File: config.mk
export PLATFORM = sky130hd
export DESIGN_NAME = hazard_scheduler_flat
export DESIGN_NICKNAME = d
export VERILOG_FILES = /design/src/rtl/hazard_scheduler_if.sv /design/src/rtl/hazard_scheduler.sv /design/src/flat_wrapper.sv
export SDC_FILE = /design/constraint.sdc
export NUM_CORES = 1
export LEC_CHECK = 0
export ABC_AREA = 1
export CAP_MARGIN = 0
export CORE_ASPECT_RATIO = 0.8
export CORE_MARGIN = 2
export CORE_UTILIZATION = 44
export DETAILED_ROUTE_END_ITERATION = 10
export GPL_TIMING_DRIVEN = 0
export PLACE_DENSITY = 0.71
export SYNTH_ARGS = -nofsm -noshare
export SYNTH_HDL_FRONTEND = slang
export SYNTH_SLANG_ARGS = --single-unit
File: constraint.sdc
create_clock -name clk -period 2.65 [get_ports clk]
set_input_delay 0.53 -clock clk [delete_from_list [all_inputs] [get_ports clk]]
set_output_delay 0.53 -clock clk [all_outputs]
set_load 0.05 [all_outputs]
File: src/rtl/hazard_scheduler_if.sv
// ID-stage issue bus between the decode stage and the hazard scheduler.
`timescale 1ns/1ps
interface hazard_scheduler_if #(
   parameter int CNT_W = 16
);
   logic             id_valid;
   logic [3:0]       src1;
   logic [3:0]       src2;
   logic             two_src;
   logic             id_cond_use;
   logic             id_wb_en;
   logic             id_mem_r_en;
   logic             id_s;
   logic [3:0]       id_dest;
   logic             b_taken;
   logic             freeze;
   logic             flush;
   logic [CNT_W-1:0] stall_cnt;

   modport master (
      output id_valid, src1, src2, two_src, id_cond_use,
      output id_wb_en, id_mem_r_en, id_s, id_dest, b_taken,
      input  freeze, flush, stall_cnt
   );

   modport slave (
      input  id_valid, src1, src2, two_src, id_cond_use,
      input  id_wb_en, id_mem_r_en, id_s, id_dest, b_taken,
      output freeze, flush, stall_cnt
   );
endinterface

File: src/rtl/hazard_scheduler.sv
// Pipeline hazard scheduler: tracks the instructions in EXE and MEM, raises
// freeze on RAW / status hazards against the ID instruction, flush on a
// taken branch, and counts freeze cycles in a saturating counter.
`timescale 1ns/1ps
module hazard_scheduler #(
   parameter bit FORWARD = 1'b0,
   parameter int CNT_W   = 16
) (
   input logic          clk,
   input logic          rst,
   hazard_scheduler_if.slave bus
);

   typedef struct packed {
      logic       valid;
      logic       wb_en;
      logic       mem_r_en;
      logic       s;
      logic [3:0] dest;
   } slot_t;

   slot_t            exe_q;
   slot_t            mem_q;
   slot_t            exe_d;
   logic [CNT_W-1:0] stall_q;

   logic match_exe;
   logic match_mem;
   logic raw_haz;
   logic status_haz;
   logic flush_c;
   logic freeze_c;

   // MEM slot's load/status bits only matter once they would have moved on;
   // they are kept so both slots carry the same record.
   logic unused_slot_bits;
   assign unused_slot_bits = ^{mem_q.mem_r_en, mem_q.s, exe_q.mem_r_en};

   // R15 is compared like any other index.
   function automatic logic slot_match(input slot_t sl, input logic [3:0] a,
                                       input logic [3:0] b, input logic use_b);
      return sl.valid & sl.wb_en & ((sl.dest == a) | (use_b & (sl.dest == b)));
   endfunction

   // Hazard detection; a taken branch kills the ID instruction so it overrides freeze.
   always_comb begin
      match_exe  = slot_match(exe_q, bus.src1, bus.src2, bus.two_src);
      match_mem  = slot_match(mem_q, bus.src1, bus.src2, bus.two_src);
      raw_haz    = 1'b0;
      if (FORWARD)
         raw_haz = bus.id_valid & match_exe & exe_q.mem_r_en;
      else
         raw_haz = bus.id_valid & (match_exe | match_mem);
      status_haz = bus.id_valid & bus.id_cond_use & exe_q.valid & exe_q.s;
      flush_c    = bus.b_taken & exe_q.valid;
      freeze_c   = (raw_haz | status_haz) & ~flush_c;
   end

   // Next EXE contents: a bubble whenever the ID instruction does not issue.
   always_comb begin
      exe_d = '0;
      if (bus.id_valid && !flush_c && !freeze_c) begin
         exe_d.valid    = 1'b1;
         exe_d.wb_en    = bus.id_wb_en;
         exe_d.mem_r_en = bus.id_mem_r_en;
         exe_d.s        = bus.id_s;
         exe_d.dest     = bus.id_dest;
      end
   end

   // Slot pipeline: MEM always takes EXE, EXE takes the issued instruction or a bubble.
   always_ff @(posedge clk or posedge rst) begin
      if (rst) begin
         exe_q <= '0;
         mem_q <= '0;
      end else begin
         mem_q <= exe_q;
         exe_q <= exe_d;
      end
   end

   // Freeze-cycle counter, sticks at all-ones instead of wrapping.
   always_ff @(posedge clk or posedge rst) begin
      if (rst)
         stall_q <= '0;
      else if (freeze_c && (stall_q != {CNT_W{1'b1}}))
         stall_q <= stall_q + 1'b1;
   end

   assign bus.freeze    = freeze_c;
   assign bus.flush     = flush_c;
   assign bus.stall_cnt = stall_q;

endmodule

File: src/flat_wrapper.sv
// flat-port wrapper written by rule: the top's interface ports become plain ports
module hazard_scheduler_flat 
#(
   parameter bit FORWARD = 1'b0,
   parameter int CNT_W   = 16
)
  (clk, rst, bus_id_valid, bus_src1, bus_src2, bus_two_src, bus_id_cond_use, bus_id_wb_en, bus_id_mem_r_en, bus_id_s, bus_id_dest, bus_b_taken, bus_freeze, bus_flush, bus_stall_cnt);
  hazard_scheduler_if #(.CNT_W(CNT_W)) bus_i ();
  input logic clk;
  input logic rst;
  input wire logic [$bits(bus_i.id_valid)-1:0] bus_id_valid;
  input wire logic [$bits(bus_i.src1)-1:0] bus_src1;
  input wire logic [$bits(bus_i.src2)-1:0] bus_src2;
  input wire logic [$bits(bus_i.two_src)-1:0] bus_two_src;
  input wire logic [$bits(bus_i.id_cond_use)-1:0] bus_id_cond_use;
  input wire logic [$bits(bus_i.id_wb_en)-1:0] bus_id_wb_en;
  input wire logic [$bits(bus_i.id_mem_r_en)-1:0] bus_id_mem_r_en;
  input wire logic [$bits(bus_i.id_s)-1:0] bus_id_s;
  input wire logic [$bits(bus_i.id_dest)-1:0] bus_id_dest;
  input wire logic [$bits(bus_i.b_taken)-1:0] bus_b_taken;
  output wire logic [$bits(bus_i.freeze)-1:0] bus_freeze;
  output wire logic [$bits(bus_i.flush)-1:0] bus_flush;
  output wire logic [$bits(bus_i.stall_cnt)-1:0] bus_stall_cnt;
  assign bus_i.id_valid = bus_id_valid;
  assign bus_i.src1 = bus_src1;
  assign bus_i.src2 = bus_src2;
  assign bus_i.two_src = bus_two_src;
  assign bus_i.id_cond_use = bus_id_cond_use;
  assign bus_i.id_wb_en = bus_id_wb_en;
  assign bus_i.id_mem_r_en = bus_id_mem_r_en;
  assign bus_i.id_s = bus_id_s;
  assign bus_i.id_dest = bus_id_dest;
  assign bus_i.b_taken = bus_b_taken;
  assign bus_freeze = bus_i.freeze;
  assign bus_flush = bus_i.flush;
  assign bus_stall_cnt = bus_i.stall_cnt;
  hazard_scheduler #(.FORWARD(FORWARD), .CNT_W(CNT_W)) u_core (.clk(clk), .rst(rst), .bus(bus_i));
endmodule
Yosys cells after proc, flatten, opt, wreduce, memory -nomap -nowiden
Index checks and enable logic that the tools add are counted.

word-level totals
  register bits = 29
  output and inout bits = 18
  word-level logic and storage cells = 37

operators by class
  add/subtract/negate cells = 1
  equal/unequal tests = 5
  multiplexer cells = 1
  bitwise operators = 17
  reductions and logical operators = 5

operator list
  kind                                                             count
  16-bit by 1-bit adder with 16-bit output, second input constant  1
  4-bit equality test                                              4
  16-bit inequality test, second input constant                    1
  1-bit AND                                                        12
  8-bit two-way mux                                                1
  1-bit OR                                                         4
  1-bit logical AND                                                3
  1-bit logical NOT                                                2
  1-bit NOT                                                        1

Depth between registers and ports, before layout
Gate-level depths: netlist (run 1).

  depth after elaboration = 11
  depth in mapped cells = 12
  depth with buffers taken out = 11

Least setup slack after synthesis (run 1)
OpenSTA, ideal clock, no wires.

  path kind = input port to output port
  start point = input port bus_src2[3]
  end point = output port bus_freeze
  arrival = 1.622 ns
  data required time = 2.120 ns
  path slack = 0.498 ns
  stages on the path = 11
  cells stage by stage = inv_1 > nand2_1 > o21ai_0 > nor2_1 > nand2_1 > nand2_1 > nand2_1 > nand3_4 > buf_2 > nand2_1 > inv_1

on the way
  cells in the longest elaborated chain, start to end = 8
  elaborated cells on any way between the ends = 12
  those cells by class = eq/ne: 2; bitwise: 10

RTL lines
  what                 line                    RTL
  start: declaration   flat_wrapper.sv:13      input wire logic [$bits(bus_i.src2)-1:0] bus_src2;
  4-bit equality test  hazard_scheduler.sv:42  return sl.valid & sl.wb_en & ((sl.dest == a) | (use_b & (sl.dest == b)));
  1-bit AND            hazard_scheduler.sv:42
  1-bit OR             hazard_scheduler.sv:42
  1-bit AND            hazard_scheduler.sv:42
  1-bit OR (*)         hazard_scheduler.sv:53  raw_haz = bus.id_valid & (match_exe | match_mem);
  1-bit AND (*)        hazard_scheduler.sv:53
  1-bit OR (*)         hazard_scheduler.sv:56  freeze_c = (raw_haz | status_haz) & ~flush_c;
  1-bit AND (*)        hazard_scheduler.sv:56
  end: declaration     flat_wrapper.sv:21      output wire logic [$bits(bus_i.freeze)-1:0] bus_freeze;

Every way passes the cells marked *; elsewhere a longest branch is shown, timed or not.

Worst setup path in the final report (run 1)
  start point = input port bus_b_taken
  end point = output port bus_freeze

on the way
  cells in the longest elaborated chain, start to end = 3

RTL lines
  what                line                    RTL
  start: declaration  flat_wrapper.sv:20      input wire logic [$bits(bus_i.b_taken)-1:0] bus_b_taken;
  1-bit AND           hazard_scheduler.sv:55  flush_c = bus.b_taken & exe_q.valid;
  1-bit NOT           hazard_scheduler.sv:56
  1-bit AND           hazard_scheduler.sv:56

No other way between the ends.

==> out/summary.json, run 1 <==
{
  "routing": {
    "post-route-drc-count": 0,
    "drt-wirelength-per-cell_um": 11.2,
    "initialDrtViolationCount": 168,
    "number_of_vias_in_the_routed_layout": 1610,
    "route.antenna.remaining_nets": 0,
    "detail_route.wirelength_um": 3810,
    "routed_via_density": 4.75,
    "drt_pass1_iterations": 4
  },
  "placed_design": {
    "numPortBuffers": 37,
    "globalplace.congestion": 0.828,
    "dp_hpwl_um": 2770,
    "post_dp_cell_area_um2": 2180,
    "dpl.cell_count": 328
  },
  "sta": {
    "timing.final.setup_violations": 0,
    "timing_max_transition_violations_final": 0,
    "setup_tns_ns": 0,
    "tightestPinTransition_ns": 1.06,
    "period_needed_ns": 2.52,
    "hold_slack_ns": 0.388,
    "rsz0062_at_grt": "false",
    "clock_skew_ns": 0.00753,
    "timing.final.crit_share_pct": 95.0,
    "finalHoldViolations": 0,
    "fmax_mhz": 397,
    "slew_headroom_pct": 29.3
  },
  "yosys": {
    "syn_inst": 236,
    "synth_nets": 258,
    "postSynthRegisterBits": 29,
    "post_synth.cell_area_avg_um2": 7.36,
    "synth_area_um2": 1740,
    "yosys.cell_types.count": 23,
    "yosys_warnings": 0,
    "yosysSeqAreaShare_pct": 41.8
  },
  "clock_tree": {
    "cts_tree": "yes",
    "clkLatencyLatePin_ns": 0.28,
    "tritoncts.num_buffers": 5,
    "clock-sinks": 29,
    "clkTransAtPathRegs_ns": 0.05,
    "max-clock-path-buffers": 2,
    "h-tree-depth": 2,
    "root_buffer": "sky130_fd_sc_hd__clkbuf_8"
  },
  "status": {
    "run_status": "completed"
  },
  "layout": {
    "finish.net_count": 306,
    "most-common-layout-cells": "sky130_fd_sc_hd__nand2_1, sky130_fd_sc_hd__clkdlybuf4s50_1, sky130_fd_sc_hd__inv_1, sky130_fd_sc_hd__dfrtp_1, sky130_fd_sc_hd__nor2_1",
    "drive_gt1_share_pct": 8.80,
    "areaGrowthSynthToFinish_pct": 32.0,
    "antenna_cells_inserted": 0,
    "layout.cell_area.non_filler_um2": 2290,
    "area.sequential_um2": 726,
    "finalNonFillerCells": 339,
    "combined_area_of_the_multi_input_logic_cells_um2": 860,
    "mostFrequentLayoutCell": "sky130_fd_sc_hd__nand2_1",
    "fill_cells": 364
  },
  "global_routing": {
    "grt_first_pass_wirelength_um": 6410,
    "number_of_antenna_violations_at_the_first_check_in_global_routing": 0,
    "pin_count_of_the_biggest_net_entering_global_routing": 30,
    "grt_pass1_vias": 1389,
    "grt_usage_pct": 19.3,
    "grt-ovfl-total": 0
  },
  "worst_setup_path": {
    "critPathSlowestCell": "sky130_fd_sc_hd__clkdlybuf4s50_1",
    "timing.critical_path.from_type": "primary input",
    "worstPathBufferInverterCount": 5,
    "criticalPathCategory": "in -> out",
    "crit_path_cell_trace": "clkdlybuf4s50_1 > nand2_1 > nand2_1 > inv_2 > buf_1 > nand2_1 > inv_1 > buf_4",
    "cpMostUsedCell": "sky130_fd_sc_hd__nand2_1",
    "cp-end-kind": "primary output",
    "crit_path_max_fanout": 10,
    "largest_stage_delay_worst_path_ns": 0.40,
    "worstPathRequired_ns": 2.12,
    "critPathTopFamily": "buffers and inverters",
    "cp.arrival_ns": 1.99
  },
  "floorplan": {
    "initial_utilization_pct": 45.7,
    "row_count": 20,
    "floorplan.die.height_um": 60.2,
    "top_level_ports": 39,
    "chipWidth_um": 74.3,
    "die_area_um2": 4470,
    "core_area_um2": 3800
  },
  "power": {
    "power.density_nw_per_um2": 470,
    "total_switching_power_mw": 0.317,
    "sw_frac_of_total_pct": 29.4,
    "p_leak_nw": 1.17,
    "seq_power_share_pct": 46.3,
    "irDropWorstVdd_v": 0.000446,
    "share_comb_of_total_power_pct": 20.0,
    "power_report.internal_total_mw": 0.761,
    "clockPowerShare_pct": 33.7
  },
  "flow_run": {
    "max_cap_violations": 0
  },
  "worst_hold_path": {
    "hold_path.class": "reg -> reg"
  }
}
-- power groups by stage --
stage               clock [mW]  sequential, mW  combinational, mW
detailed placement           0           0.505              0.213
finish                   0.363           0.499              0.216
floorplan                    0           0.548             0.0863
global route             0.396           0.504              0.239
global placement             0           0.505              0.210
CTS                      0.376           0.498              0.213
-- final timing paths --
path / start / endpoint / slack [ns] / cells after the start
min in group asynchronous: rst / u_core.bus.stall_cnt[0] / 0.81 / 2
setup / recovery: bus_b_taken / bus_freeze / 0.13 / 8
max in group asynchronous: rst / u_core.exe_q[1] / 1.20 / 2
hold reg to reg: u_core.exe_q[6] / u_core.mem_q[6] / 0.39 / 0
hold / removal: u_core.exe_q[6] / u_core.mem_q[6] / 0.39 / 0
setup reg to reg: u_core.bus.stall_cnt[0] / u_core.bus.stall_cnt[3] / 0.77 / 7
-- registers in the layout, indices dropped and copies added (netlist names) --
name and count:
u_core.bus.stall_cnt 16, u_core.exe_q 7, u_core.mem_q 6
-- routing by layer --
layer  routed length, um  global-route usage, %  vias up
met4                  31                   5.36        0
met1                1990                   27.9      732
met5                   0                      0        -
met2                1540                   27.7       42
met3                 253                   6.24        6
li1                    -                      -      830
-- kinds of logic after synthesis --
family,count (synthesis),synth area share [%]
AO/OA/AOI/OAI,3,0.864
flip-flops,29,41.8
XOR/XNOR,18,9.07
adder cells (fa/ha/maj),1,0.720
buffers and inverters,38,8.78
AND/OR/NAND/NOR,147,38.8
-- cell usage after synthesis --
cell / instances / area share, %
sky130_fd_sc_hd__nand2_1: 81 / 17
sky130_fd_sc_hd__dfrtp_1: 29 / 42
sky130_fd_sc_hd__inv_1: 29 / 6.3
sky130_fd_sc_hd__nor2_1: 27 / 5.8
sky130_fd_sc_hd__nand4_1: 17 / 6.1
sky130_fd_sc_hd__xor2_1: 15 / 7.6
sky130_fd_sc_hd__nand3_1: 12 / 3.5
sky130_fd_sc_hd__inv_2: 3 / 0.65
sky130_fd_sc_hd__o21ai_0: 3 / 0.86
sky130_fd_sc_hd__xnor2_1: 3 / 1.5
sky130_fd_sc_hd__buf_2: 2 / 0.58
sky130_fd_sc_hd__nand3_4: 2 / 2.0
sky130_fd_sc_hd__nor2_2: 2 / 0.72
sky130_fd_sc_hd__nor3_1: 2 / 0.58
sky130_fd_sc_hd__buf_1: 1 / 0.22
sky130_fd_sc_hd__buf_6: 1 / 0.65
sky130_fd_sc_hd__clkbuf_1: 1 / 0.22
sky130_fd_sc_hd__clkinv_1: 1 / 0.22
sky130_fd_sc_hd__ha_1: 1 / 0.72
sky130_fd_sc_hd__nand2_2: 1 / 0.36
sky130_fd_sc_hd__nand3_2: 1 / 0.58
sky130_fd_sc_hd__nor3_2: 1 / 0.58
sky130_fd_sc_hd__nor3b_4: 1 / 1.1
-- area by class of cell --
type / count / area share [%]
well taps: 55 / 3.00
plain buffers: 4 / 1.04
flip-flops and latches: 29 / 31.6
multi-input cells: 169 / 37.5
repair buffers: 42 / 17.7
clock buffers: 7 / 3.76
inverters: 33 / 5.40
-- per-stage QoR --
step	util (%)	setup slack [ns]	total power [mW]
after CTS	59.3	0.0483	1.09
after global routing	60.3	0.00388	1.14
after global placement	57.2	-0.705	0.716
final	60.3	0.133	1.08
after floorplan	-	0.498	0.634
after detailed placement	57.2	-0.704	0.718
-- worst reg2reg max path, stage by stage, from the launching register on --
cell and delay [ns]:
sky130_fd_sc_hd__dfrtp_1 0.42, sky130_fd_sc_hd__ha_1 0.26, sky130_fd_sc_hd__nand2_2 0.10, sky130_fd_sc_hd__nor3b_4 0.32, sky130_fd_sc_hd__nand3_4 0.17, sky130_fd_sc_hd__clkbuf_1 0.26, sky130_fd_sc_hd__nand4_1 0.16, sky130_fd_sc_hd__nand2_1 0.07
-- repair_timing --
item / 4_1_cts / 5_1_grt
hold buffers: 0 / 0
buffers inserted: 0 / 5
resized for setup: 6 / 0
endpoints found under the setup margin: 1 / 1
pin swaps: 0 / 1
(Power assumes the default switching activity.)
==> run 2: changes to the inputs <==
--- a/config.mk
+++ b/config.mk
@@ -13,6 +13,7 @@
 export DETAILED_ROUTE_END_ITERATION = 10
 export GPL_TIMING_DRIVEN = 0
 export PLACE_DENSITY = 0.71
+export REMOVE_ABC_BUFFERS = 1
 export SYNTH_ARGS = -nofsm -noshare
 export SYNTH_HDL_FRONTEND = slang
 export SYNTH_SLANG_ARGS = --single-unit
==> run 2 against run 1 <==
  * Clock-buffer cell count is 1 higher
  * Sequential cell count stayed put
  * First-iteration DRC count is 61% lower
  * Fmax is 2.7% higher
  * Die area stayed put
  * Critical path type unchanged
==> out/summary.json, run 2 (same netlist as run 1, synthesis figures left out) <==
{
  "status": {
    "run_status": "completed"
  },
  "worst_setup_path": {
    "cp-end-kind": "primary output",
    "critPathSlowestCell": "sky130_fd_sc_hd__clkdlybuf4s50_1",
    "cpMostUsedCell": "sky130_fd_sc_hd__clkdlybuf4s50_1",
    "criticalPathCategory": "in -> out",
    "timing.critical_path.from_type": "primary input",
    "worst_r2r_path_depth": 7,
    "cp.arrival_ns": 1.92,
    "crit_path_max_fanout": 2,
    "crit_path_cell_trace": "clkdlybuf4s50_1 > nand2_1 > inv_1 > clkdlybuf4s50_1",
    "largest_stage_delay_worst_path_ns": 0.79,
    "worstPathRequired_ns": 2.12
  },
  "clock_tree": {
    "clkTransAtPathRegs_ns": 0.05,
    "max-clock-path-buffers": 2,
    "clock-sinks": 29,
    "h-tree-depth": 2,
    "tritoncts.num_buffers": 5,
    "cts_tree": "yes",
    "clkLatencyLatePin_ns": 0.27,
    "root_buffer": "sky130_fd_sc_hd__clkbuf_8"
  },
  "floorplan": {
    "initial_utilization_pct": 45.7,
    "row_count": 20,
    "chipWidth_um": 74.3,
    "die_area_um2": 4470,
    "core_area_um2": 3800,
    "floorplan.die.height_um": 60.2,
    "top_level_ports": 39
  },
  "global_routing": {
    "grt_pass1_vias": 1390,
    "pin_count_of_the_biggest_net_entering_global_routing": 30,
    "number_of_antenna_violations_at_the_first_check_in_global_routing": 0,
    "grt_first_pass_wirelength_um": 6250,
    "grt-ovfl-total": 0,
    "grt_usage_pct": 18.9
  },
  "layout": {
    "areaGrowthSynthToFinish_pct": 30.0,
    "area.sequential_um2": 726,
    "most-common-layout-cells": "sky130_fd_sc_hd__nand2_1, sky130_fd_sc_hd__clkdlybuf4s50_1, sky130_fd_sc_hd__inv_1, sky130_fd_sc_hd__dfrtp_1, sky130_fd_sc_hd__nor2_1",
    "mostFrequentLayoutCell": "sky130_fd_sc_hd__nand2_1",
    "largest_reg_flops": 16,
    "finalNonFillerCells": 335,
    "finish.net_count": 301,
    "combined_area_of_the_multi_input_logic_cells_um2": 860,
    "drive_gt1_share_pct": 7.50,
    "final_core_util_pct": 59.4,
    "antenna_cells_inserted": 0,
    "fill_cells": 376
  },
  "sta": {
    "period_needed_ns": 2.45,
    "tightestPinTransition_ns": 1.08,
    "finalHoldViolations": 0,
    "setup_tns_ns": 0,
    "rsz0062_at_grt": "false",
    "timing.final.crit_share_pct": 92.5,
    "clock_skew_ns": 0.00438,
    "hold_slack_ns": 0.384,
    "slew_headroom_pct": 28.1,
    "fmax_mhz": 408,
    "timing_max_transition_violations_final": 0,
    "timing.final.setup_violations": 0
  },
  "power": {
    "irDropWorstVdd_v": 0.000369,
    "power.density_nw_per_um2": 464,
    "p_leak_nw": 1.14
  },
  "flow_run": {
    "max_cap_violations": 0
  },
  "routing": {
    "detail_route.wirelength_um": 3750,
    "post-route-drc-count": 0,
    "route.antenna.remaining_nets": 0,
    "routed_via_density": 4.64,
    "drt-wirelength-per-cell_um": 11.2,
    "initialDrtViolationCount": 65,
    "number_of_vias_in_the_routed_layout": 1554,
    "drt_pass1_iterations": 5
  },
  "worst_hold_path": {
    "holdPathStages": 0,
    "hold_path.class": "reg -> reg"
  },
  "placed_design": {
    "dp_hpwl_um": 2660,
    "dpl.cell_count": 323,
    "globalplace.congestion": 0.807,
    "numPortBuffers": 37
  }
}
run 2: worst paths after layout:
check	from	end	slack [ns]
hold reg to reg	u_core.exe_q[6]	u_core.mem_q[6]	0.38
setup / recovery	bus_b_taken	bus_flush	0.20
max in group asynchronous	rst	u_core.bus.stall_cnt[13]	1.17
setup reg to reg	u_core.bus.stall_cnt[0]	u_core.bus.stall_cnt[11]	0.77
min in group asynchronous	rst	u_core.exe_q[2]	0.83
hold / removal	u_core.exe_q[6]	u_core.mem_q[6]	0.38
run 2: what timing repair did:
item,4_1_cts,5_1_grt
hold buffers,0,0
resized for setup,6,1
setup endpoints to repair,1,1
setup buffers,0,4
run 2: critical path: cells and delay by family:
family / cells / cell delay (ns)
buffers and inverters: 3 / 1.31
and+or+nand+nor: 1 / 0.07
run 2: through the flow:
step	area (um^2)	setup WS (ns)	power, mW
floorplan	1710	0.638	0.632
global placement	2150	-0.547	0.714
detailed placement	2150	-0.558	0.717
CTS	2230	0.0371	1.06
global route	2260	0.0107	1.11
finish	2260	0.200	1.05
run 2: final cells by class:
cell class | count | share of cell area, %
clock buffer | 8 | 3.54
sequential | 29 | 32.1
tap | 55 | 3.05
inverter | 33 | 5.48
multi-input combinational | 169 | 38.0
timing repair buffer | 41 | 17.8
run 2: report_power, final:
| part | switching [mW] | internal (mW) | total [mW] |
|---|---|---|---|
| Sequential | 0.0294 | 0.470 | 0.499 |
| Clock | 0.151 | 0.186 | 0.337 |
| Combinational | 0.128 | 0.0845 | 0.213 |
run 2: routing by layer:
layer | GRT usage, % | share of wire [%] | wire (um) | vias to the layer above
met5 | 0 | 0 | 0 | -
met4 | 5.61 | 0.51 | 19 | 0
met3 | 6.24 | 6.1 | 228 | 2
met2 | 28.2 | 43 | 1620 | 39
met1 | 26.2 | 50 | 1890 | 693
li1 | - | - | - | 820
==> run 3: changes to the inputs <==
--- a/config.mk
+++ b/config.mk
@@ -10,6 +10,8 @@
 export CORE_ASPECT_RATIO = 0.8
 export CORE_MARGIN = 2
 export CORE_UTILIZATION = 44
+export CTS_BUF_LIST = sky130_fd_sc_hd__clkbuf_16
+export CTS_CLUSTER_SIZE = 24
 export DETAILED_ROUTE_END_ITERATION = 10
 export GPL_TIMING_DRIVEN = 0
 export PLACE_DENSITY = 0.71
==> run 3 against run 2 <==
  * Sequential share of layout area down 0.78 points
  * Non-clock buffer count did not move
  * Routed wire length grew 3.4%
  * Sequential power is essentially flat
  * Die area stayed put
  * Power is 17% higher
  * Combinational power about the same
  * Cell count is the same
  * Critical path depth rose by 8
  * Register-to-register slack barely moved
  * Hold slack got worse by 0.0037 ns
  * First-iteration DRC count rose by 40%
  * Critical path type unchanged
  * Critical endpoint is now bus_freeze
==> out/summary.json, run 3 (same netlist as run 1, synthesis figures left out) <==
{
  "status": {
    "run_status": "completed"
  },
  "placed_design": {
    "dp_hpwl_um": 2660,
    "numPortBuffers": 37,
    "globalplace.congestion": 0.807
  },
  "layout": {
    "drive_gt1_share_pct": 7.50,
    "fill_cells": 363,
    "antenna_cells_inserted": 0,
    "areaGrowthSynthToFinish_pct": 33.3,
    "most-common-layout-cells": "sky130_fd_sc_hd__nand2_1, sky130_fd_sc_hd__clkdlybuf4s50_1, sky130_fd_sc_hd__inv_1",
    "mostFrequentLayoutCell": "sky130_fd_sc_hd__nand2_1",
    "finish.net_count": 301,
    "largest_reg_flops": 16
  },
  "routing": {
    "number_of_vias_in_the_routed_layout": 1551,
    "initialDrtViolationCount": 91,
    "route.antenna.remaining_nets": 0,
    "drt_pass1_iterations": 4,
    "drt-wirelength-per-cell_um": 11.6,
    "post-route-drc-count": 0,
    "routed_via_density": 4.63,
    "detail_route.wirelength_um": 3880
  },
  "global_routing": {
    "grt-ovfl-total": 0,
    "grt_pass1_vias": 1410,
    "grt_usage_pct": 19.2,
    "number_of_antenna_violations_at_the_first_check_in_global_routing": 0,
    "pin_count_of_the_biggest_net_entering_global_routing": 30,
    "grt_first_pass_wirelength_um": 6380
  },
  "power": {
    "p_leak_nw": 1.18,
    "power.density_nw_per_um2": 529,
    "design_power_total_mw": 1.23,
    "irDropWorstVdd_v": 0.000341
  },
  "worst_setup_path": {
    "timing.critical_path.from_type": "primary input",
    "worst_r2r_path_depth": 7,
    "r2r-start": "u_core.bus.stall_cnt[0]",
    "endpoint_of_the_lowest_slack_register_to_register_path": "u_core.bus.stall_cnt[5]",
    "cp-end-kind": "primary output",
    "reg2reg_setup_slack_ns": 0.76,
    "crit_path_max_fanout": 6,
    "cp.arrival_ns": 1.93,
    "criticalPathCategory": "in -> out",
    "worstPathRequired_ns": 2.12
  },
  "clock_tree": {
    "cts_tree": "yes",
    "max-clock-path-buffers": 2,
    "root_buffer": "sky130_fd_sc_hd__clkbuf_16",
    "tritoncts.num_buffers": 5,
    "clkTransAtPathRegs_ns": 0.04,
    "h-tree-depth": 2,
    "clock-sinks": 29,
    "clkLatencyLatePin_ns": 0.27
  },
  "sta": {
    "slew_headroom_pct": 27.5,
    "period_needed_ns": 2.46,
    "clock_skew_ns": 0.00425,
    "timing_max_transition_violations_final": 0,
    "tightestPinTransition_ns": 1.09,
    "timing.final.crit_share_pct": 92.9,
    "hold_slack_ns": 0.381,
    "finalHoldViolations": 0,
    "fmax_mhz": 406,
    "setup_tns_ns": 0,
    "timing.final.setup_violations": 0
  },
  "floorplan": {
    "floorplan.die.height_um": 60.2,
    "die_area_um2": 4470,
    "initial_utilization_pct": 45.7,
    "row_count": 20,
    "top_level_ports": 39,
    "chipWidth_um": 74.3,
    "core_area_um2": 3800
  },
  "worst_hold_path": {
    "worstHoldStart": "u_core.exe_q[6]",
    "holdPathStages": 0,
    "worst_hold_path.endpoint": "u_core.mem_q[6]",
    "hold_path.class": "reg -> reg"
  },
  "flow_run": {
    "max_cap_violations": 0
  }
}
## run 3: cell types whose count changed in the layout (fill, tap and decap cells not counted)
cell | before | now
sky130_fd_sc_hd__clkbuf_1 | 3 | 0
sky130_fd_sc_hd__clkbuf_8 | 5 | 0
sky130_fd_sc_hd__inv_1 | 29 | 32
sky130_fd_sc_hd__clkbuf_16 | 0 | 5
## run 3: cell type report
class	instances	area [um^2]	area share [%]
Clock buffer	5	125	5.40
Clock inverter	3	11.3	0.486
Inverter	33	124	5.35
Multi-Input combinational cell	169	860	37.1
Sequential cell	29	726	31.3
Tap cell	55	68.8	2.97
Timing Repair Buffer	41	402	17.3
## run 3: timing repair
action | in CTS | in global routing
hold buffers | 0 | 0
resized for setup | 6 | 1
endpoints found under the setup margin | 1 | 1
setup buffers | 0 | 4
endpoints found under the hold margin | 0 | 0
## run 3: how the worst max path moves through the flow
stage	from	endpoint	slack, ns	depth (start not counted)
after global placement	bus_src2[0]	bus_freeze	-0.55	12
after CTS	bus_src2[0]	bus_freeze	0.03	12
after floorplan	bus_src2[3]	bus_freeze	0.64	10
final	bus_src2[0]	bus_freeze	0.19	12
after detailed placement	bus_src2[0]	bus_freeze	-0.56	12
after global routing	bus_src2[2]	bus_freeze	-0.0007	12
## run 3: per-layer routing
| layer | share of wire [%] | global-route usage (%) | up-vias | routed length (um) |
|---|---|---|---|---|
| li1 | - | - | 820 | - |
| met1 | 51 | 26.6 | 698 | 1980 |
| met2 | 44 | 29.1 | 29 | 1700 |
| met3 | 4.5 | 6.75 | 4 | 174 |
| met4 | 0.75 | 4.34 | 0 | 29 |
| met5 | 0 | 0 | - | 0 |
## run 3: through the flow
step | std cells | util, % | area (um^2) | setup slack (ns)
3_3_place_gp | 323 | 56.5 | 2150 | -0.547
6_report | 335 | 60.9 | 2320 | 0.188
3_5_place_dp | 323 | 56.5 | 2150 | -0.558
4_1_cts | 331 | 60.0 | 2280 | 0.0295
5_1_grt | 335 | 60.9 | 2320 | -0.000664
2_1_floorplan | 231 | - | 1710 | 0.638
## run 3: critical path, stage by stage
cell                              delay, ns
sky130_fd_sc_hd__clkdlybuf4s50_1       0.53
sky130_fd_sc_hd__inv_1                 0.05
sky130_fd_sc_hd__nand2_1               0.05
sky130_fd_sc_hd__nand3_1               0.07
sky130_fd_sc_hd__nor2_1                0.08
sky130_fd_sc_hd__nand2_1               0.05
sky130_fd_sc_hd__nand2_1               0.07
sky130_fd_sc_hd__nand2_1               0.09
sky130_fd_sc_hd__nand3_4               0.12
sky130_fd_sc_hd__nand2_1               0.06
sky130_fd_sc_hd__inv_1                 0.07
sky130_fd_sc_hd__buf_6                 0.15
## run 3: report_power, final
group | switching [mW] | leakage (nW) | internal [mW]
registers | 0.0291 | 0.390 | 0.471
logic | 0.129 | 0.713 | 0.0845
clock network | 0.177 | 0.0776 | 0.335
total | 0.335 | 1.18 | 0.890
